## config.mk

```make
export PLATFORM = sky130hd
export DESIGN_NAME = pcpi_div_param
export DESIGN_NICKNAME = d
export VERILOG_FILES = /design/src/rtl/pcpi_div_pkg.sv /design/src/rtl/div_iter_step.sv /design/src/rtl/pcpi_div_param.sv
export SDC_FILE = /design/constraint.sdc
export NUM_CORES = 1
export LEC_CHECK = 0
export ABC_AREA = 1
export CAP_MARGIN = 20
export CORE_MARGIN = 3
export CORE_UTILIZATION = 44
export CTS_BUF_LIST = sky130_fd_sc_hd__clkbuf_4 sky130_fd_sc_hd__clkbuf_8
export DETAILED_ROUTE_END_ITERATION = 8
export PLACE_DENSITY_LB_ADDON = 0.12
export SETUP_SLACK_MARGIN = 0.4
export SYNTH_ARGS = -nofsm -noshare
export SYNTH_HDL_FRONTEND = slang
export SYNTH_SLANG_ARGS = --single-unit
```

## constraint.sdc

```tcl
create_clock -name clk -period 7 [get_ports clk]
set_input_delay 1.75 -clock clk [delete_from_list [all_inputs] [get_ports clk]]
set_output_delay 1.75 -clock clk [all_outputs]
set_load 0.05 [all_outputs]
```

## src/rtl/pcpi_div_pkg.sv

```systemverilog
// Shared types, instruction-field constants and the M-extension divide decode.
// Imported by the PCPI divider top and its iteration step unit.
package pcpi_div_pkg;

  typedef enum logic [1:0] {
    DIV  = 2'b00,
    DIVU = 2'b01,
    REM  = 2'b10,
    REMU = 2'b11
  } div_op_e;

  typedef enum logic [1:0] {
    IDLE = 2'b00,
    CALC = 2'b01,
    DONE = 2'b10
  } div_state_e;

  localparam logic [6:0] OPCODE_OP     = 7'b0110011;
  localparam logic [6:0] FUNCT7_MULDIV = 7'b0000001;

  // funct3[2] separates the divide group from the multiply group
  function automatic logic div_decode(input logic [31:0] insn);
    return (insn[6:0] == OPCODE_OP) && (insn[31:25] == FUNCT7_MULDIV) && insn[14];
  endfunction

endpackage

```

## src/rtl/div_iter_step.sv

```systemverilog
// Combinational STEPS-stage restoring divide slice: shift in dividend bits MSB first, subtract when possible.
// Zero latency, no flow control; the caller registers the remainder and quotient bits.
module div_iter_step #(
  parameter int XLEN  = 32,
  parameter int STEPS = 1
) (
  input  logic [XLEN:0]    rem,
  input  logic [STEPS-1:0] bits,
  input  logic [XLEN-1:0]  divisor,
  output logic [XLEN:0]    rem_nxt,
  output logic [STEPS-1:0] quo
);

  logic [XLEN:0] acc;

  // remainder stays below the divisor between stages, so the shift never loses a set bit
  always_comb begin
    acc = rem;
    quo = '0;
    for (int s = STEPS - 1; s >= 0; s--) begin
      acc = {acc[XLEN-1:0], bits[s]};
      if (acc >= {1'b0, divisor}) begin
        acc    = acc - {1'b0, divisor};
        quo[s] = 1'b1;
      end
    end
    rem_nxt = acc;
  end

endmodule

```

## src/rtl/pcpi_div_param.sv

```systemverilog
// PCPI DIV/DIVU/REM/REMU co-processor, XLEN/STEPS cycles + 1 to ready; dropping pcpi_valid mid-op aborts it.
// PCPI_DIV_FAST_PATH_EN: divide-by-zero and signed overflow complete in one cycle.
module pcpi_div_param
  import pcpi_div_pkg::*;
#(
  parameter int XLEN  = 32,
  parameter int STEPS = 1
) (
  input  logic            clk,
  input  logic            resetn,
  input  logic            pcpi_valid,
  input  logic [31:0]     pcpi_insn,
  input  logic [XLEN-1:0] pcpi_rs1,
  input  logic [XLEN-1:0] pcpi_rs2,
  output logic            pcpi_wr,
  output logic [XLEN-1:0] pcpi_rd,
  output logic            pcpi_wait,
  output logic            pcpi_ready
);

  localparam int K  = XLEN / STEPS;
  localparam int CW = (K > 1) ? $clog2(K) : 1;

  div_state_e    state_q;
  div_op_e       op_q;
  logic          done_q;
  logic          neg_q;
  logic          neg_r;
  logic [CW-1:0] cnt_q;
  logic [XLEN-1:0] dvd_q;
  logic [XLEN-1:0] dsr_q;
  logic [XLEN:0]   rem_q;

  div_op_e         op_in;
  logic            in_signed;
  logic            in_rem;
  logic            start;
  logic [XLEN-1:0] rs1_abs;
  logic [XLEN-1:0] rs2_abs;

  assign op_in     = div_op_e'(pcpi_insn[13:12]);
  assign in_signed = (op_in == DIV) || (op_in == REM);
  assign in_rem    = (op_in == REM) || (op_in == REMU);
  assign start     = pcpi_valid && div_decode(pcpi_insn) && !done_q;
  assign rs1_abs   = (in_signed && pcpi_rs1[XLEN-1]) ? -pcpi_rs1 : pcpi_rs1;
  assign rs2_abs   = (in_signed && pcpi_rs2[XLEN-1]) ? -pcpi_rs2 : pcpi_rs2;

  logic [XLEN:0]    rem_nxt;
  logic [STEPS-1:0] q_bits;
  logic [XLEN-1:0]  quo_nxt;
  logic [XLEN-1:0]  res_mag;
  logic             rem_op;
  logic             res_neg;

  div_iter_step #(
    .XLEN (XLEN),
    .STEPS(STEPS)
  ) u_step (
    .rem    (rem_q),
    .bits   (dvd_q[XLEN-1 -: STEPS]),
    .divisor(dsr_q),
    .rem_nxt(rem_nxt),
    .quo    (q_bits)
  );

  // dividend bits leave at the top while quotient bits enter at the bottom
  assign quo_nxt = {dvd_q[XLEN-STEPS-1:0], q_bits};
  assign rem_op  = (op_q == REM) || (op_q == REMU);
  assign res_mag = rem_op ? rem_nxt[XLEN-1:0] : quo_nxt;
  assign res_neg = rem_op ? neg_r : neg_q;

`ifdef PCPI_DIV_FAST_PATH_EN
  logic            div0;
  logic            ovf;
  logic [XLEN-1:0] fast_res;

  assign div0 = (pcpi_rs2 == '0);
  assign ovf  = in_signed && (pcpi_rs1 == {1'b1, {(XLEN-1){1'b0}}}) && (pcpi_rs2 == '1);

  always_comb begin
    fast_res = '0;
    if (div0)
      fast_res = in_rem ? pcpi_rs1 : '1;
    else if (!in_rem)
      fast_res = pcpi_rs1;
  end
`endif

  always_ff @(posedge clk or negedge resetn) begin
    if (!resetn) begin
      state_q    <= IDLE;
      op_q       <= DIV;
      done_q     <= 1'b0;
      neg_q      <= 1'b0;
      neg_r      <= 1'b0;
      cnt_q      <= '0;
      dvd_q      <= '0;
      dsr_q      <= '0;
      rem_q      <= '0;
      pcpi_wr    <= 1'b0;
      pcpi_rd    <= '0;
      pcpi_wait  <= 1'b0;
      pcpi_ready <= 1'b0;
    end else begin
      done_q     <= 1'b0;
      pcpi_ready <= 1'b0;
      pcpi_wr    <= 1'b0;
      case (state_q)
        IDLE: begin
          if (start) begin
            op_q  <= op_in;
            dvd_q <= rs1_abs;
            dsr_q <= rs2_abs;
            rem_q <= '0;
            cnt_q <= '0;
            neg_q <= in_signed && (pcpi_rs1[XLEN-1] ^ pcpi_rs2[XLEN-1]) && (pcpi_rs2 != '0);
            neg_r <= (op_in == REM) && pcpi_rs1[XLEN-1];
`ifdef PCPI_DIV_FAST_PATH_EN
            if (div0 || ovf) begin
              state_q    <= DONE;
              pcpi_ready <= 1'b1;
              pcpi_wr    <= 1'b1;
              pcpi_rd    <= fast_res;
            end else begin
              state_q   <= CALC;
              pcpi_wait <= 1'b1;
            end
`else
            state_q   <= CALC;
            pcpi_wait <= 1'b1;
`endif
          end
        end
        CALC: begin
          if (!pcpi_valid) begin
            state_q   <= IDLE;
            pcpi_wait <= 1'b0;
          end else begin
            rem_q <= rem_nxt;
            dvd_q <= quo_nxt;
            cnt_q <= cnt_q + 1'b1;
            if (cnt_q == CW'(K - 1)) begin
              state_q    <= DONE;
              pcpi_wait  <= 1'b0;
              pcpi_ready <= 1'b1;
              pcpi_wr    <= 1'b1;
              pcpi_rd    <= res_neg ? -res_mag : res_mag;
            end
          end
        end
        DONE: begin
          // blocks the core's one extra cycle of pcpi_valid after ready
          state_q <= IDLE;
          done_q  <= 1'b1;
        end
        default: state_q <= IDLE;
      endcase
    end
  end

endmodule

```

==> results.cfg, run 1 <==
[clocking]
cts_resized = 0
clkSinkCount = 141
clockRootBuffer = clkbuf_8
htreeDepth = 4
clk_latency_ns = 0.47
cts_tree = yes
clk_pin_slew_ns = 0.09
clockBufferDepth = 2
cts_hold_buf = 0
cts_setup_buffers = 0
numCtsBuffers = 17

[global_route]
grt_use_total_pct = 25.77
grt_max_degree = 108
grt-ovfl-total = 0
grt_pass1_wl_um = 57870
grt_pass1_vias = 10826
antenna_found_initial = 0

[synth]
async_flop_share_pct = 100.0
synth_edf_count = 0
ys_warn_count = 0
synth_seq_cells = 141
syn_area_mm2 = 0.01148
yosysUniqueCellTypes = 50
syn_inst = 1767
postSynthAreaPerCell_um2 = 6.496
syn-num-nets = 1904
ys_seq_area_share_pct = 30.74
synthFlopType = dfrtp_1

[placed_design]
dpl_cell_area_mm2 = 0.01293
pre_cts_ws_ns = 2.224
place_inst = 2174
port_buffers = 118
dpl.hpwl_um = 28030
gp_congestion = 0.9434

[status]
status = finished clean

[pwr]
finalPower_mw = 1.681
leakage_nw = 6.921
ir_drop_uv = 75.34
power.density_mw_per_mm2 = 125.9

[die]
ios = 134
rows = 58
core_area_mm2 = 0.02540
die_width_um = 167.5
start_util_pct = 45.19
die_area_mm2 = 0.02806
die_height_um = 167.5

[setup_path]
start_kind = input pin
endpoint_kind = flip-flop
critPathKind = input pin to flip-flop
cp_max_fo = 3
worst-endpoint-required_ns = 7.38
r2r_slack_ns = 2.81
crit_arrival_ns = 4.69

[layout]
register_area_mm2 = 0.003528
area_delta_synth_final_pct = 16.29
fin_util_pct = 52.55
fill_cells = 2664
fin_area_mm2 = 0.01335
layout_common_cells = 542 x nand2_1, 238 x inv_1, 141 x nand3_1, 141 x dfrtp_1, 128 x nor2_1
n_antenna_cell = 0
final_common_cell = nand2_1
multi_input_area_mm2 = 0.006745
nets = 2001
final_cells = 2207
drive_above_1_share_pct = 7.086

[routing]
vias = 11673
postRouteAntennaNets = 0
route.detailed.drc = 0
drt_wl_total_um = 36290
firstDrtPassIters = 5
avgRoutedWirePerCell_um = 16.44
viasPerCell = 5.289
drt_iter0_markers = 948

[timing]
worst_pin_slew_ns = 0.9960
final-hold-violation-count = 0
setup_viol = 0
rsz0062_at_grt = false
fin_crit_ns = 4.311
finalMaxSlewViolations = 0
finClkSkew_ns = 0.02432
timing.final.crit_share_pct = 61.59
finalSetupTns_ns = 0
slew-limit-headroom_pct = 33.52
fmax_mhz = 232.0
hold_ws_ns = 0.4690
worst_slack_ns = 2.689

[run]
cap_violations = 0

[min_path]
hold_path_class = flip-flop to flip-flop
critical path, cell delays in order:
cell	delay (ns)
clkdlybuf4s50_1	0.39
inv_1	0.09
ha_1	0.15
inv_1	0.05
nor3_1	0.21
nand2_1	0.11
nor3_1	0.31
nand3_1	0.15
nor2_1	0.13
nand3_1	0.14
nor4_1	0.46
nand2_1	0.15
nor2_1	0.19
a21oi_1	0.11
xor2_1	0.16
o21ai_0	0.15
sequential cells by signal (all words and copies together), names as in the netlist:
name	flops
dsr_q	32
cnt_q	5
rem_q	32
neg_r	1
pcpi_wait	1
done_q	1
op_q	1
pcpi_rd	32
pcpi_ready	1
dvd_q	32
neg_q	1
state_q	2
cell type report:
type	instances	area share, %
sequential	141	26.43
clock inverter	13	0.9749
multi-input combinational	1321	50.53
inverter	251	7.058
tap	330	3.093
clock buffer	19	1.959
timing repair buffer	132	9.946
cells in the mapped netlist, types with 6 or more instances:
master	n	area, um^2
nand2_1	542	2034
inv_1	238	893.4
dfrtp_1	141	3528
nand3_1	141	705.7
nor2_1	130	488.0
o21ai_0	124	620.6
a21oi_1	85	425.4
xor2_1	42	367.9
clkbuf_1	41	153.9
ha_1	37	462.9
a21o_1	25	187.7
nand2_2	22	137.6
o211ai_1	21	157.7
xnor2_1	21	183.9
nor3_1	17	85.08
nor2_2	16	100.1
nand4_1	15	93.84
nand3_2	12	120.1
nor4_1	12	75.07
inv_2	11	41.29
buf_6	6	67.56
o21ai_1	6	30.03
o21bai_1	6	45.04
or2_2	6	37.54
logic make-up after synthesis:
group                      count (synthesis)  synth area share, %
and+or+nand+nor                          933                35.54
AOI/OAI and AO/OA                        287                14.14
adders and majority gates                 38                4.208
DFF                                      141                30.74
xor gates and xnor gates                  63                4.807
buffers and inverters                    305                10.57
path summary, 6_finish.rpt:
check                                             from                      end  depth (start not counted)
worst max-delay path                       pcpi_rs2[0]    dsr_q[30]$_DFFE_PN0P_                         16
worst min-delay path            state_q[0]$_DFFE_PN0P_         done_q$_DFF_PN0_                          1
worst max register to register   dsr_q[20]$_DFFE_PN0P_  pcpi_rd[30]$_DFFE_PN0P_                         27
worst min register to register  state_q[0]$_DFFE_PN0P_         done_q$_DFF_PN0_                          1
max in group asynchronous                       resetn    dvd_q[28]$_DFFE_PN0P_                          2
min in group asynchronous                       resetn    rem_q[17]$_DFFE_PN0P_                          1
report_power, final:
group          switching [mW]  internal [mW]
Sequential           0.000681          0.815
Combinational           0.104         0.0816
Clock                   0.372          0.308
layer usage:
metal	GRT usage [%]	up-vias	routed length, um	part of all wire (%)
met4	9.178	0	1118	3.1
met3	4.273	48	2540	7.0
li1	-	5856	-	-
met1	37.49	5388	17140	47
met2	38.76	381	15490	43
met5	0	-	0	0
No activity file was read; power rests on OpenSTA's default activity.
==> inputs of run 2 (changes only) <==
- clock period: 7 -> 4.4 ns (I/O delays scaled with it)
==> run 2 against run 1 <==
  * Core utilization rose by 0.36 points
  * Routed wire length fell by 0.65%
  * Non-clock buffer count rose by 6
  * Critical path depth rose by 6
  * Global-route usage rose by 0.18 points
  * Sequential cell count did not move
  * Clock-buffer cell count fell by 1
  * Critical endpoint is now pcpi_rd[29]$_DFFE_PN0P_
  * Largest cell class unchanged
==> results.cfg, run 2 (same netlist as run 1, synthesis figures left out) <==
[setup_path]
cp_max_fo = 27
crit_arrival_ns = 4.06
worst-endpoint-required_ns = 4.76
max_stage_delay_ns = 0.45
endpoint_kind = flip-flop
slowest_stage = dfrtp_1
cp_common_cell = nand2_1
start_kind = flip-flop
cp_num_buf_inv = 2
crit_family = simple AND/OR/NAND/NOR gates
critPathKind = flip-flop to flip-flop
crit_chain = inv_1 -> ha_1 -> nand2_1 -> nor2_2 -> nand2_1 -> nor2_2 -> nand2_1 -> nand3_4 -> nor2_8 -> buf_4 -> nand3_1 -> nand3_1 -> nand2_1 -> nand2_1 -> nor2_1 -> nand2_1 -> nor2_4 -> nand3_1 -> nand2_1 -> nand2_1 -> nand3_1 -> nand2_1

[status]
status = finished clean

[timing]
worst_pin_slew_ns = 1.013
fmax_mhz = 270.2
hold_ws_ns = 0.4763
rsz0062_at_grt = false
timing.final.crit_share_pct = 84.11
finalMaxSlewViolations = 0
final-hold-violation-count = 0
slew-limit-headroom_pct = 32.42
finalSetupTns_ns = 0
finClkSkew_ns = 0.01964
setup_viol = 0
fin_crit_ns = 3.701

[die]
core_area_mm2 = 0.02540
start_util_pct = 45.19
ios = 134
rows = 58
die_width_um = 167.5
die_height_um = 167.5
die_area_mm2 = 0.02806

[global_route]
grt_pass1_vias = 10979
grt_pass1_wl_um = 58250
grt_max_degree = 73
grt-ovfl-total = 0
grt_use_total_pct = 25.94
antenna_found_initial = 0

[layout]
area_delta_synth_final_pct = 17.08
nets = 2008
drive_above_1_share_pct = 7.590
layout_common_cells = 540 x nand2_1, 237 x inv_1, 141 x nand3_1, 141 x dfrtp_1, 128 x nor2_1
fin_area_mm2 = 0.01344
final_common_cell = nand2_1
n_antenna_cell = 0

[pwr]
leakage_nw = 6.962
switching_share_pct = 27.48
p_comb_share_pct = 10.6
ir_drop_uv = 147.7
p_seq_share_pct = 46.7
p_clk_share_pct = 42.7
netSwitchingPower_mw = 0.7631
p_int_mw = 2.014
power.density_mw_per_mm2 = 206.6

[clocking]
clk_pin_slew_ns = 0.09
clk_latency_ns = 0.48
cts_tree = yes
numCtsBuffers = 17
clockRootBuffer = clkbuf_8
htreeDepth = 4
clkSinkCount = 141
clockBufferDepth = 2

[routing]
avgRoutedWirePerCell_um = 16.29
drt_iter0_markers = 935
vias = 11600
drt_wl_total_um = 36060
route.detailed.drc = 0
postRouteAntennaNets = 0
viasPerCell = 5.239
firstDrtPassIters = 5

[placed_design]
dpl_cell_area_mm2 = 0.01297
dpl.hpwl_um = 28010
port_buffers = 118
gp_congestion = 0.9691

[min_path]
hold_path_class = flip-flop to flip-flop

[run]
cap_violations = 0
run 2: cell types whose count changed in the layout (fill, tap and decap cells not counted), moves of 2 or more:
cell | before | now
clkinvlp_4 | 3 | 1
bufinv_16 | 1 | 3
nand2_2 | 22 | 24
inv_6 | 4 | 2
nand2_1 | 542 | 540
buf_16 | 2 | 0
nor2_2 | 18 | 16
nor2_4 | 3 | 5
buf_4 | 12 | 19
run 2: what timing repair did:
item | in CTS | in global routing
setup buffers | 0 | 1
gates resized for setup | 0 | 6
hold buffers | 0 | 0
endpoints found under the setup margin | 0 | 18
run 2: layout make-up:
| type | instances | area, um^2 |
|---|---|---|
| fill | 2619 | 11960 |
| clock buffer | 18 | 247.7 |
| sequential | 141 | 3528 |
| clock inverter | 14 | 182.7 |
| timing repair buffer | 138 | 1345 |
| inverter | 251 | 942.2 |
| tap | 330 | 412.9 |
| multi-input combinational | 1322 | 6780 |
run 2: per-layer routing:
| layer | vias up | share of wire (%) | GRT usage (%) |
|---|---|---|---|
| met5 | - | 0 | 0 |
| met4 | 0 | 3.8 | 9.961 |
| met3 | 53 | 6.0 | 4.509 |
| met2 | 334 | 42 | 37.90 |
| met1 | 5326 | 49 | 38.27 |
| li1 | 5887 | - | - |
run 2: final timing paths:
| check | start | end | slack (ns) | cells after the start |
|---|---|---|---|---|
| min in group asynchronous | resetn | rem_q[19]$_DFFE_PN0P_ | 0.59 | 1 |
| min | state_q[0]$_DFFE_PN0P_ | done_q$_DFF_PN0_ | 0.48 | 1 |
| max in group asynchronous | resetn | pcpi_rd[11]$_DFFE_PN0P_ | 2.89 | 2 |
| min reg2reg | state_q[0]$_DFFE_PN0P_ | done_q$_DFF_PN0_ | 0.48 | 1 |
| max | dsr_q[19]$_DFFE_PN0P_ | pcpi_rd[29]$_DFFE_PN0P_ | 0.70 | 22 |
| max reg2reg | dsr_q[19]$_DFFE_PN0P_ | pcpi_rd[29]$_DFFE_PN0P_ | 0.70 | 22 |
run 2: power by group through the flow:
stage                     registers, mW  logic [mW]  clock network [mW]
after detailed placement           1.32       0.295                   0
final                              1.30       0.294                1.19
after global routing               1.30       0.330                1.27
after global placement             1.32       0.293                   0
after CTS                          1.30       0.296                1.21
after floorplan                    1.32       0.131                   0
run 2: stage by stage:
stage	utilization, %	setup WS [ns]	power (mW)	cells
after CTS	52.74	0.5146	2.806	2212
after global routing	52.91	0.4186	2.900	2214
after floorplan	-	1.262	1.454	1767
final	52.91	0.6990	2.777	2214
after detailed placement	51.05	0.2587	1.618	2180
after global placement	51.05	0.3099	1.616	2180
==> inputs of run 3 (changes only) <==
- clock period: 4.4 -> 3.4 ns (I/O delays scaled with it)
==> run 3 against run 2 <==
  * Routed wire length up 14%
  * First-iteration DRC count increased by 30%
  * Worst setup slack worse by 0.55 ns
  * Sequential cell count stayed put
  * Die area did not move
  * Non-clock buffer count rose by 223
  * Critical path type unchanged
  * Largest cell class unchanged
  * Highest routed layer unchanged
==> results.cfg, run 3 (same netlist as run 1, synthesis figures left out) <==
[status]
status = finished clean

[layout]
fin_util_pct = 65.25
final_common_cell = nand2_1
layout_common_cells = 456 x nand2_1, 228 x buf_4, 216 x inv_1
drive_above_1_share_pct = 28.00
fill_cells = 2327
area_delta_synth_final_pct = 44.38
register_area_mm2 = 0.003530
multi_input_area_mm2 = 0.008134
n_antenna_cell = 0
fin_area_mm2 = 0.01657
nets = 2231

[routing]
viasPerCell = 5.357
postRouteAntennaNets = 0
avgRoutedWirePerCell_um = 16.90
firstDrtPassIters = 6
route.detailed.drc = 0
drt_wl_total_um = 41180
drt_iter0_markers = 1215
vias = 13055

[timing]
rsz0062_at_grt = true
finalMaxSlewViolations = 0
fmax_mhz = 307.4
worst_pin_slew_ns = 1.002
finClkSkew_ns = 0.02063
timing.final.crit_share_pct = 95.69
setup_viol = 0
fin_crit_ns = 3.253
slew-limit-headroom_pct = 33.13
final-hold-violation-count = 0
hold_ws_ns = 0.4050

[pwr]
netSwitchingPower_mw = 1.023
ir_drop_uv = 197.4
leakage_nw = 8.390
p_int_mw = 2.497
p_comb_share_pct = 12.9
switching_share_pct = 29.07
p_clk_share_pct = 39.4
power.density_mw_per_mm2 = 212.5
p_seq_share_pct = 47.7

[placed_design]
dpl_cell_area_mm2 = 0.01425
dpl.hpwl_um = 29810
gp_congestion = 0.9843
port_buffers = 118

[die]
die_width_um = 167.5
core_area_mm2 = 0.02540
start_util_pct = 45.19
die_area_mm2 = 0.02806
rows = 58
ios = 134
die_height_um = 167.5

[clocking]
cts_tree = yes
clk_latency_ns = 0.48
htreeDepth = 4
clockBufferDepth = 2
numCtsBuffers = 17
clkSinkCount = 141
clk_pin_slew_ns = 0.09
clockRootBuffer = clkbuf_8

[setup_path]
cp_num_buf_inv = 5
cp_common_cell = nand2_2
crit_arrival_ns = 3.63
worst-endpoint-required_ns = 3.78
max_stage_delay_ns = 0.45
critPathKind = flip-flop to flip-flop
reg2reg_depth = 27
cp.depth = 27
endpoint_kind = flip-flop
slowest_stage = dfrtp_1
start_kind = flip-flop
crit_family = simple AND/OR/NAND/NOR gates
cp_max_fo = 8

[global_route]
grt_use_total_pct = 28.26
grt_max_degree = 77
grt_pass1_wl_um = 63670
grt_pass1_vias = 12245
grt-ovfl-total = 0
antenna_found_initial = 0

[min_path]
hold_path_class = input pin to async pin

[run]
cap_violations = 0
## run 3: per-stage QoR
| stage | setup TNS, ns | power [mW] | std cells | worst slack, ns |
|---|---|---|---|---|
| final | 0 | 3.521 | 2437 | 0.1466 |
| after global routing | -0.002655 | 3.666 | 2437 | -0.002655 |
| after CTS | 0 | 3.515 | 2419 | 0.2821 |
| after detailed placement | -4.528 | 2.124 | 2326 | -0.2354 |
| after global placement | -3.405 | 2.120 | 2326 | -0.1850 |
| after floorplan | 0 | 1.882 | 1767 | 0.4027 |
## run 3: layout make-up
cell class                 instances  share of cell area, %
clock buffer                      18                  1.495
inverter                         251                  5.685
sequential                       141                  21.30
clock inverter                    14                 0.8079
tap                              330                  2.492
timing repair buffer             361                  19.14
multi-input combinational       1322                  49.08
## run 3: repair_timing
action | in CTS | in global routing
endpoints found under the setup margin | 35 | 46
resized for setup | 214 | 99
gates cloned | 3 | 0
hold buffers | 0 | 0
hold endpoints to repair | 0 | 0
buffers inserted | 58 | 18
pin swaps | 65 | 52
## run 3: power groups by stage
stage / clock network (mW) / registers [mW] / logic [mW]
floorplan: 0 / 1.71 / 0.169
global placement: 0 / 1.71 / 0.408
detailed placement: 0 / 1.71 / 0.412
CTS: 1.40 / 1.68 / 0.439
global route: 1.49 / 1.68 / 0.499
finish: 1.39 / 1.68 / 0.456
## run 3: worst register-to-register path, stage by stage (launching register included)
cell	delay [ns]
dfrtp_1	0.45
ha_4	0.24
buf_4	0.15
nand2_1	0.07
nand2_2	0.07
nand2_2	0.07
nand2_2	0.08
inv_2	0.07
nand2_2	0.06
inv_2	0.08
nand2_4	0.07
nand2_8	0.11
nand2_8	0.12
buf_8	0.16
nand2_4	0.07
nand3_4	0.08
nand2_4	0.12
ha_4	0.17
nand3_4	0.10
nor2_4	0.17
nand2_4	0.11
buf_4	0.16
nor2_4	0.09
nand2_2	0.08
nand2_1	0.06
nand2_1	0.05
nand3_1	0.06
nand2_1	0.05
## run 3: worst paths after layout
| kind | from | slack (ns) | endpoint |
|---|---|---|---|
| setup / recovery | rem_q[13]$_DFFE_PN0P_ | 0.15 | pcpi_rd[20]$_DFFE_PN0P_ |
| hold / removal | resetn | 0.41 | rem_q[19]$_DFFE_PN0P_ |
| setup reg to reg | rem_q[13]$_DFFE_PN0P_ | 0.15 | pcpi_rd[20]$_DFFE_PN0P_ |
| hold reg to reg | state_q[0]$_DFFE_PN0P_ | 0.46 | done_q$_DFF_PN0_ |
| max in group asynchronous | resetn | 2.26 | dvd_q[11]$_DFFE_PN0P_ |
| min in group clk | state_q[0]$_DFFE_PN0P_ | 0.46 | done_q$_DFF_PN0_ |
## run 3: routing by layer
layer | part of all wire, % | GRT usage, %
met1 | 45 | 40.61
met2 | 45 | 44.58
met3 | 6.5 | 3.423
met4 | 3.3 | 9.000
met5 | 0 | 0
